`config.mk`:
```
export PLATFORM = sky130hd
export DESIGN_NAME = fmlarb_rr
export DESIGN_NICKNAME = d
export VERILOG_FILES = /design/src/rtl/fmlarb_rr.sv
export SDC_FILE = /design/constraint.sdc
export NUM_CORES = 1
export LEC_CHECK = 0
export ABC_CLOCK_PERIOD_IN_PS = 4200
export BUFFER_PORTS_ARGS = -buffer_cell sky130_fd_sc_hd__clkbuf_2
export CORE_AREA = 10 10 96 98
export DETAILED_ROUTE_END_ITERATION = 12
export DIE_AREA = 0 0 106 108
export HOLD_SLACK_MARGIN = 0.12
export PLACE_DENSITY = 0.7
export SETUP_SLACK_MARGIN = 0.05
export SKIP_CTS_REPAIR_TIMING = 1
export SYNTH_ARGS = -nofsm -noshare
export SYNTH_HDL_FRONTEND = slang
export SYNTH_SLANG_ARGS = --single-unit
```
`constraint.sdc`:
```
create_clock -name sys_clk -period 4.2 [get_ports sys_clk]
set_clock_uncertainty 0.1 [all_clocks]
set_input_delay 0.21 -clock sys_clk [delete_from_list [all_inputs] [get_ports sys_clk]]
set_output_delay 0.21 -clock sys_clk [all_outputs]
set_load 0.05 [all_outputs]
```
`src/rtl/fmlarb_rr.sv`:
```
// rtl/fmlarb_rr.sv - N-master round-robin FML arbiter with burst-held write data mux
module fmlarb_rr #(
    parameter int fml_depth = 25,
    parameter int dw        = 16,
    parameter int nm        = 4,
    parameter int burst_len = 4,
    parameter int prio0     = 1,
    localparam int mw       = $clog2(nm),
    localparam int bw       = $clog2(burst_len)
) (
    input  logic                    sys_clk,
    input  logic                    sys_rst_n,
    input  logic [nm*fml_depth-1:0] m_adr,
    input  logic [nm-1:0]           m_stb,
    input  logic [nm-1:0]           m_we,
    input  logic [nm*dw/8-1:0]      m_sel,
    input  logic [nm*dw-1:0]        m_di,
    output logic [nm-1:0]           m_ack,
    output logic [dw-1:0]           m_do,
    output logic [fml_depth-1:0]    s_adr,
    output logic                    s_stb,
    output logic                    s_we,
    input  logic                    s_ack,
    output logic [dw/8-1:0]         s_sel,
    input  logic [dw-1:0]           s_di,
    output logic [dw-1:0]           s_do,
    output logic [mw-1:0]           grant,
    output logic                    wburst
);

    logic [mw-1:0]        master;
    logic [mw-1:0]        next_master;
    logic [mw-1:0]        wmaster;
    logic [mw-1:0]        dsel;
    logic [bw-1:0]        cnt;
    logic                 arb_point;
    logic                 found;
    logic                 write_start;
    int                   idx;

    logic [fml_depth-1:0] adr_a [nm];
    logic [dw/8-1:0]      sel_a [nm];
    logic [dw-1:0]        di_a  [nm];

    for (genvar i = 0; i < nm; i++) begin : g_slice
        assign adr_a[i] = m_adr[i*fml_depth +: fml_depth];
        assign sel_a[i] = m_sel[i*(dw/8) +: dw/8];
        assign di_a[i]  = m_di[i*dw +: dw];
    end

    assign s_adr  = adr_a[master];
    assign s_stb  = m_stb[master];
    assign s_we   = m_we[master];
    assign m_do   = s_di;
    assign grant  = master;
    assign wburst = (cnt != '0);

    // Trailing beats come from the burst owner; the ack beat and idle cycles from the command master.
    assign dsel  = (wburst && !s_ack) ? wmaster : master;
    assign s_do  = di_a[dsel];
    assign s_sel = sel_a[dsel];

    assign write_start = s_ack & s_we;
    assign arb_point   = ~m_stb[master] | s_ack;

    always_comb begin
        m_ack         = '0;
        m_ack[master] = s_ack;
    end

    always_comb begin
        next_master = master;
        found       = 1'b0;
        idx         = 0;
        if (arb_point) begin
            if ((prio0 != 0) && m_stb[0]) begin
                next_master = '0;
            end else begin
                for (int k = 1; k < nm; k++) begin
                    idx = (int'(master) + k) % nm;
                    if (!found && m_stb[idx] && !((prio0 != 0) && (idx == 0))) begin
                        next_master = mw'(idx);
                        found       = 1'b1;
                    end
                end
            end
        end
    end

    always_ff @(posedge sys_clk or negedge sys_rst_n) begin
        if (!sys_rst_n) begin
            master  <= '0;
            wmaster <= '0;
            cnt     <= '0;
        end else begin
            master <= next_master;
            if (write_start) begin
                cnt     <= bw'(burst_len - 1);
                wmaster <= master;
            end else begin
                if (cnt != '0)
                    cnt <= cnt - 1'b1;
                else
                    wmaster <= next_master;
            end
        end
    end

endmodule
```
-- Word-level counts from Yosys, hierarchy flattened
Index checks and enable logic that the tools add are counted.
- $add $sub $neg: 4
- $lt $le $gt $ge: 7
- reduce and logical (&&, ||, !) cells: 21
- mux-type cells: 40
- shift operators: 0
- multipliers: 0
- div/mod/pow operators: 0
- bitwise operators: 9
- eq/ne operators: 1
- operator list (operator ; number):
    32-bit zero test ; 3
    25-bit binary-select mux with 2-bit select ; 1
    25-bit 2-to-1 mux ; 2
    16-bit binary-select mux with 2-bit select ; 1
    16-bit 2-to-1 mux ; 2
    2-bit 2-to-1 mux ; 12
    1-bit 2-to-1 mux ; 15
    3-bit by 4-bit less-than comparator with 1-bit output, second input constant ; 3
    1-bit binary-select mux with 2-bit select ; 5
    1-bit logical AND ; 7
    3-bit greater-or-equal comparator, second input constant ; 2
    1-bit zero test ; 6
    2-bit NOT with 3-bit output ; 2
    2-bit OR reduction ; 3
    2-bit adder, second input constant ; 2
    4-bit bitwise AND ; 1
    2-bit binary-select mux with 2-bit select ; 1
    2-bit nonzero test ; 2
    1-bit bitwise AND, first input constant ; 3
    2-bit by 3-bit less-than comparator with 1-bit output, second input constant ; 1
    2-bit by 1-bit adder with 2-bit output, second input constant ; 1
    1-bit demux with 2-bit select ; 1
    2-bit by 1-bit greater-or-equal comparator with 1-bit output, second input constant ; 1
    2-bit by 1-bit inequality test with 1-bit output, second input constant ; 1
    4 further kinds ; 4
- register bits: 6
- bits of input ports: 199
- logic and storage cells: 85
- bits in writable memories: 0
- bits in latches: 0
- output and inout bits: 68
- memories kept: 0
- memory bits (read-only): 0

-- Longest topological paths before layout
Gate-level depths: netlist of the first run.
- depth in word-level cells: 24
- gate-level depth with buffers: 9
- mapped depth without buffers: 7

-- Least setup slack after synthesis of the first run
No wires, ideal clock.
- path kind: register to register
- start: register master[0] (netlist: grant[0])
- end: register wmaster[1]
- required time: 4.023 ns
- cell stages (with the launch flop): 9
- slack: 0.866 ns
- data arrival time: 3.156 ns
- path buffers: 2
- setup time: 0.077 ns
- cell sequence: dfrtp_1 buf_6 clkbuf_1 inv_1 ha_1 nor3_1 or4_1 or4_4 a21oi_1
- longest elaborated chain between the ends: 23
- elaborated cells on any way between the ends: 52
- those cells by class: 3 x add/sub; 1 x eq/ne; 26 x mux; 6 x bitwise; 16 x reduce/logical
- RTL lines (item ; line ; text):
    start, declared ; 31 ; logic [mw-1:0] master;
    start signal, assigned ; 96 ; master <= next_master;
    2-bit by 1-bit adder with 2-bit output ; 80 ; idx = (int'(master) + k) % nm;
    2-bit OR reduction (no source line) ; n/a ;
    1-bit bitwise AND (no source line) ; n/a ;
    32-bit zero test ; 81 ; if (!found && m_stb[idx] && !((prio0 != 0) && (idx == 0))) begin
    1-bit zero test ; 81 ;
    1-bit logical AND ; 81 ;
    1-bit 2-to-1 mux ; 81 ;
    1-bit 2-to-1 mux ; 76 ; if ((prio0 != 0) && m_stb[0]) begin
    [... 6 more ...] ; n/a ;
    1-bit 2-to-1 mux ; 75 ; if (arb_point) begin
    1-bit zero test ; 81 ;
    1-bit logical AND (2 in series) ; 81 ;
    2-bit 2-to-1 mux ; 81 ;
    2-bit 2-to-1 mux ; 76 ;
    2-bit 2-to-1 mux ; 75 ;
    2-bit 2-to-1 mux ; 101 ; if (cnt != '0)
    2-bit 2-to-1 mux ; 97 ; if (write_start) begin
    end signal, assigned ; 99 ; wmaster <= master;
    end signal, assigned ; 104 ; wmaster <= next_master;
    end, declared ; 33 ; logic [mw-1:0] wmaster;
Parallel ways exist; a longest one is shown, timed or not. The select of a mux whose other input is x is not followed.
A chain may end at the register's enable or synchronous reset.

-- Final worst setup path of the first run
- start: register cnt[0]
- end: output port s_do[6]
- longest elaborated chain between the ends: 7
- RTL lines (item ; line ; text):
    start, declared ; 35 ; logic [bw-1:0] cnt;
    start signal, assigned ; 98 ; cnt <= bw'(burst_len - 1);
    start signal, assigned ; 102 ; cnt <= cnt - 1'b1;
    2-bit nonzero test ; 56 ; assign wburst = (cnt != '0);
    1-bit logical AND ; 59 ; assign dsel = (wburst && !s_ack) ? wmaster : master;
    2-bit 2-to-1 mux ; 59 ;
    2-bit NOT with 3-bit output (not written as such) ; 60 ; assign s_do = di_a[dsel];
    16-bit binary-select mux with 2-bit select ; 60 ;
    16-bit 2-to-1 mux (not written as such) (2 in series) ; 60 ;
    end, declared ; 26 ; output logic [dw-1:0] s_do,
No other way between the ends. The select of a mux whose other input is x is not followed.

==> flow_metrics.env, run 1 <==
export IMPL_rr_startpoint="grant[0]$_DFF_PN0_"
export IMPL_cts_tree="built"
export IMPL_die_w_um=106
export IMPL_critPathMaxStageDelay_ns=0.85
export IMPL_drive_gt1_share_pct=79.7
export IMPL_clkTransAtPathRegs_ns=0.04
export IMPL_critPathArrivalTime_ns=2.96
export IMPL_die_area_um2=11400
export IMPL_ys_async_sr_fraction_pct=100
export IMPL_tightestPinTransition_ns=1.12
export IMPL_clock_latency_ns=0.23
export IMPL_clock_sinks=6
export IMPL_hold_viol=0
export IMPL_cp_start_kind="flip-flop"
export IMPL_drtIter0Drc=135
export IMPL_final_common_cell="clkbuf_2"
export IMPL_fin_ws_ns=0.934
export IMPL_crit_family="multiplexers"
export IMPL_setup_viol=0
export IMPL_path_cells="inv_1, ha_1, nor2_1, mux2i_4, mux4_2, clkbuf_2"
export IMPL_power_density_nw_per_um2=833
export IMPL_rrSetupSlack_ns=1.18
export IMPL_cts_root_buffer="clkbuf_8"
export IMPL_cp_num_buf_inv=2
export IMPL_pre_cts_slack_ns=1.10
export IMPL_synthesis_area_um2=1840
export IMPL_grt_use_total_pct=16.2
export IMPL_critPathSlowestCell="mux2i_4"
export IMPL_drv_cap=0
export IMPL_antenna_found_initial=0
export IMPL_synth_edf_count=0
export IMPL_final_core_util_pct=40.6
export IMPL_diodes=0
export IMPL_synthTopCellsByArea="mux4_2, dfrtp_1, buf_4"
export IMPL_setup_tns_ns=0
export IMPL_synth_seq_area_share_pct=8.17
export IMPL_rsz0062_at_grt="no"
export IMPL_h_tree_depth=1
export IMPL_slew_viol_final=0
export IMPL_fin_nets=571
export IMPL_yosys_warnings=0
export IMPL_grt_pass1_vias=2554
export IMPL_cts_buffers=3
export IMPL_vias=2248
export IMPL_post_dp_hpwl_um=9120
export IMPL_finalCriticalPeriod_ns=3.27
export IMPL_synth_top_cell_area_share_pct=54.0
export IMPL_drc=0
export IMPL_vias_per_cell=4.82
export IMPL_dr_pass1_iters=4
export IMPL_synth_ff_type="dfrtp_1"
export IMPL_ff2ff_path_depth=6
export IMPL_crit_path_end_kind="primary output"
export IMPL_grt_max_degree=34
export IMPL_post_route_period_util_pct=77.8
export IMPL_overflow=0
export IMPL_final_cell_mix="clkbuf_2, mux4_2, nor3_1"
export IMPL_syn_inst=150
export IMPL_grt_pass1_wl_um=14800
export IMPL_area_delta_synth_final_pct=64.5
export IMPL_holdCritPathClass="input port to asynchronous set/reset pin"
export IMPL_num_io_pins=267
export IMPL_yosysUniqueCellTypes=34
export IMPL_drtAntennaViolNets=0
export IMPL_worst_ep_required_time_ns=3.89
export IMPL_clk_path_buf_depth=2
export IMPL_synth_top_cell_by_area="mux4_2"
export IMPL_power_static_leakage_nw=1.59
export IMPL_rows=32
export IMPL_avgSynthCellArea_um2=12.2
export IMPL_ys_ff_latch=6
export IMPL_regToRegEndpoint="wmaster[1]$_DFFE_PN0P_"
export IMPL_hold_ws_ns=0.251
export IMPL_fmax_mhz=306
export IMPL_chipHeight_um=108
export IMPL_status="finished, final reports clean"
export IMPL_io_buffers=234
export IMPL_worstSetupPathType="flip-flop to primary output"
export IMPL_worstPathMaxFanout=18
export IMPL_slew_headroom_pct=23.8
export IMPL_peakVddDrop_mv=0.304
export IMPL_design_power_total_mw=2.52
export IMPL_gp_congestion=0.881
export IMPL_fp_coreArea_um2=7450
export IMPL_routed_wl_um=10000
export IMPL_wl_per_cell_um=21.5
export IMPL_synth_net_count=356
export IMPL_initial_core_util_pct=24.7
-- layer usage --
| layer | vias to the layer above | wire length, µm | global-route usage (%) |
|---|---|---|---|
| met5 | - | 0 | 0 |
| met2 | 122 | 5450 | 30.7 |
| li1 | 1027 | - | - |
| met4 | 0 | 143 | 3.09 |
| met3 | 16 | 724 | 4.05 |
| met1 | 1083 | 3690 | 18.1 |
-- cell type report --
class	count	area, µm²
sequential	6	151
tap	102	128
clock buffer	4	45.0
multi-input combinational	111	1480
fill	746	4430
inverter	6	22.5
timing repair buffer	237	1200
-- flip-flops by register name, indices dropped and copies added (netlist names) --
name     count
cnt          2
grant        2
wmaster      2
-- logic make-up (layout without fill, tap and decap cells) --
kind of cell / count (synthesis) / in the layout / share of synthesized area, %
adders and majority gates: 7 / 7 / 4.77
DFF: 6 / 6 / 8.17
xor gates and xnor gates: 1 / 1 / 0.477
and+or+nand+nor: 37 / 37 / 10.7
buffers and inverters: 33 / 247 / 12.0
AOI/OAI and AO/OA: 13 / 13 / 4.70
muxes: 53 / 53 / 59.2
-- synthesized netlist by cell type (2+ instances only) --
cell type,n
nand2_1,8
o21ai_0,3
mux4_2,44
and2_1,4
clkbuf_1,5
mux2i_1,6
buf_6,2
ha_1,7
a2bb2oi_1,2
a21oi_1,4
nor3_1,9
dfrtp_1,6
nor2_1,8
buf_4,16
clkbuf_8,2
inv_1,6
-- per-stage QoR --
step	instances	area (µm²)
after global routing	466	3020
after CTS	465	3010
after floorplan	150	1840
final	466	3020
after detailed placement	461	2970
after global placement	461	2970
-- worst max path at each step --
stage | from | to | slack [ns] | cells after the start
2_1_floorplan | grant[0]$_DFF_PN0_ | wmaster[1]$_DFFE_PN0P_ | 0.87 | 8
3_5_place_dp | cnt[0]$_DFFE_PN0P_ | s_do[6] | 1.10 | 6
6_report | cnt[0]$_DFFE_PN0P_ | s_do[6] | 0.93 | 6
3_3_place_gp | grant[0]$_DFF_PN0_ | wmaster[1]$_DFFE_PN0P_ | 1.20 | 6
4_1_cts | cnt[0]$_DFFE_PN0P_ | s_do[6] | 0.84 | 6
5_1_grt | cnt[0]$_DFFE_PN0P_ | s_do[6] | 0.73 | 6
-- where the power goes --
group	internal, mW	switching, mW	total [mW]
logic	0.758	1.51	2.27
clock network	0.0654	0.0261	0.0915
registers	0.0878	0.0721	0.160
total	0.911	1.61	2.52
Power figures use the tool's default switching activity.
==> run 2, diff against run 1 <==
ABC_CLOCK_PERIOD_IN_PS = 3320   (was 4200)
clock period = 3.32 ns   (was 4.2 ns; I/O delays follow)
==> run 2 against run 1 <==
Net effect: worst setup slack worse by 0.56 ns; flip-flop and latch count unchanged; sequential share of layout area is essentially flat; clock power rose by 22%; critical path type unchanged; largest power group unchanged.
==> flow_metrics.env, run 2 (same netlist as run 1, synthesis figures left out) <==
export IMPL_num_io_pins=267
export IMPL_fin_nets=574
export IMPL_critPathArrivalTime_ns=2.68
export IMPL_slew_headroom_pct=69.4
export IMPL_cts_buffers=3
export IMPL_wl_per_cell_um=20.7
export IMPL_worst_ep_required_time_ns=3.05
export IMPL_chipHeight_um=108
export IMPL_vias=2259
export IMPL_clock_sinks=6
export IMPL_cp_startpoint="cnt[0]$_DFFE_PN0P_"
export IMPL_status="finished, final reports clean"
export IMPL_rr_startpoint="grant[0]$_DFF_PN0_"
export IMPL_fmax_mhz=340
export IMPL_setup_tns_ns=0
export IMPL_worstSetupPathType="flip-flop to primary output"
export IMPL_drv_cap=0
export IMPL_rsz0062_at_grt="no"
export IMPL_rrSetupSlack_ns=0.55
export IMPL_path_cells="inv_1, ha_1, nor2_1, mux2i_4, buf_4, mux4_2, clkbuf_2"
export IMPL_hold_viol=0
export IMPL_grt_pass1_wl_um=14600
export IMPL_h_tree_depth=1
export IMPL_gp_congestion=0.944
export IMPL_final_core_util_pct=40.9
export IMPL_fp_coreArea_um2=7450
export IMPL_rows=32
export IMPL_power_share_combinational_pct=90.8
export IMPL_post_route_period_util_pct=88.7
export IMPL_clk_path_buf_depth=2
export IMPL_crit_path_end_kind="primary output"
export IMPL_drtIter0Drc=100
export IMPL_antenna_found_initial=0
export IMPL_seq_power_share_pct=5.7
export IMPL_grt_use_total_pct=15.8
export IMPL_finalCriticalPeriod_ns=2.94
export IMPL_power_density_nw_per_um2=1050
export IMPL_initial_core_util_pct=24.7
export IMPL_routed_wl_um=9720
export IMPL_power_static_leakage_nw=1.61
export IMPL_drive_gt1_share_pct=79.8
export IMPL_drc=0
export IMPL_io_buffers=234
export IMPL_grt_max_degree=29
export IMPL_tightestPinTransition_ns=0.458
export IMPL_worstPathMaxFanout=18
export IMPL_overflow=0
export IMPL_internal_power_mw=1.17
export IMPL_critPathMaxStageDelay_ns=0.56
export IMPL_die_area_um2=11400
export IMPL_drtAntennaViolNets=0
export IMPL_area_delta_synth_final_pct=65.7
export IMPL_setup_viol=0
export IMPL_switching_power_mw=2.03
export IMPL_vias_per_cell=4.82
export IMPL_clock_latency_ns=0.22
export IMPL_regToRegEndpoint="wmaster[1]$_DFFE_PN0P_"
export IMPL_ff2ff_path_depth=6
export IMPL_final_common_cell="clkbuf_2"
export IMPL_die_w_um=106
export IMPL_critPathSlowestCell="mux4_2"
export IMPL_dr_pass1_iters=4
export IMPL_grt_pass1_vias=2506
export IMPL_cts_root_buffer="clkbuf_8"
export IMPL_final_cell_mix="clkbuf_2, mux4_2, nor3_1"
export IMPL_holdCritPathClass="input port to asynchronous set/reset pin"
export IMPL_netSwitchingFraction_pct=63.4
export IMPL_post_dp_hpwl_um=8810
export IMPL_clkPwrFrac_pct=3.5
export IMPL_diodes=0
export IMPL_cts_tree="built"
export IMPL_cp_start_kind="flip-flop"
export IMPL_peakVddDrop_mv=0.463
export IMPL_slew_viol_final=0
export IMPL_clkTransAtPathRegs_ns=0.04
## run 2: cell types whose count changed in the layout (fill, tap and decap cells not counted)
cell   previous run  this run
buf_4             2         5
## run 2: worst max-delay path: cells and delay by family, from the launching register on
| kind | cells | cell delay (ns) |
|---|---|---|
| adder cells (fa/ha/maj) | 1 | 0.26 |
| buffers and inverters | 3 | 0.66 |
| flip-flops | 1 | 0.36 |
| multiplexers | 2 | 0.84 |
| AND/OR/NAND/NOR | 1 | 0.34 |
## run 2: per-stage QoR
step	worst slack [ns]	hold WS [ns]	cells	power [mW]	instance area, µm²
after floorplan	0.196	-0.230	150	2.54	1840
final	0.376	0.220	469	3.20	3040
after CTS	0.350	-0.336	468	3.23	3030
after global routing	0.185	0.232	469	3.39	3040
after detailed placement	0.540	-0.104	464	3.11	2990
after global placement	0.582	-0.107	464	3.07	2990
## run 2: worst max-delay path by stage
stage / end / cells past startpoint
after CTS: s_do[9] / 7
after global placement: wmaster[1]$_DFFE_PN0P_ / 6
after detailed placement: wmaster[1]$_DFFE_PN0P_ / 6
after floorplan: wmaster[1]$_DFFE_PN0P_ / 8
after global routing: s_sel[1] / 7
final: s_do[13] / 7
## run 2: per-layer routing
| layer | GRT usage (%) | share of wire, % |
|---|---|---|
| met4 | 2.03 | 0.77 |
| met5 | 0 | 0 |
| met2 | 30.0 | 54 |
| met3 | 4.52 | 8.1 |
| met1 | 17.5 | 37 |
## run 2: power by group through the flow
stage	Clock (mW)	Sequential, mW	Combinational [mW]
final	0.112	0.182	2.91
after global routing	0.123	0.194	3.07
after CTS	0.115	0.186	2.93
after detailed placement	0	0.187	2.92
after global placement	0	0.184	2.89
after floorplan	0	0.181	2.36
## run 2: area by class of cell
type / instances / area, µm²
timing repair buffer: 240 / 1220
tap: 102 / 128
sequential: 6 / 151
multi-input combinational: 111 / 1480
fill: 743 / 4400
clock buffer: 4 / 45.0
inverter: 6 / 22.5
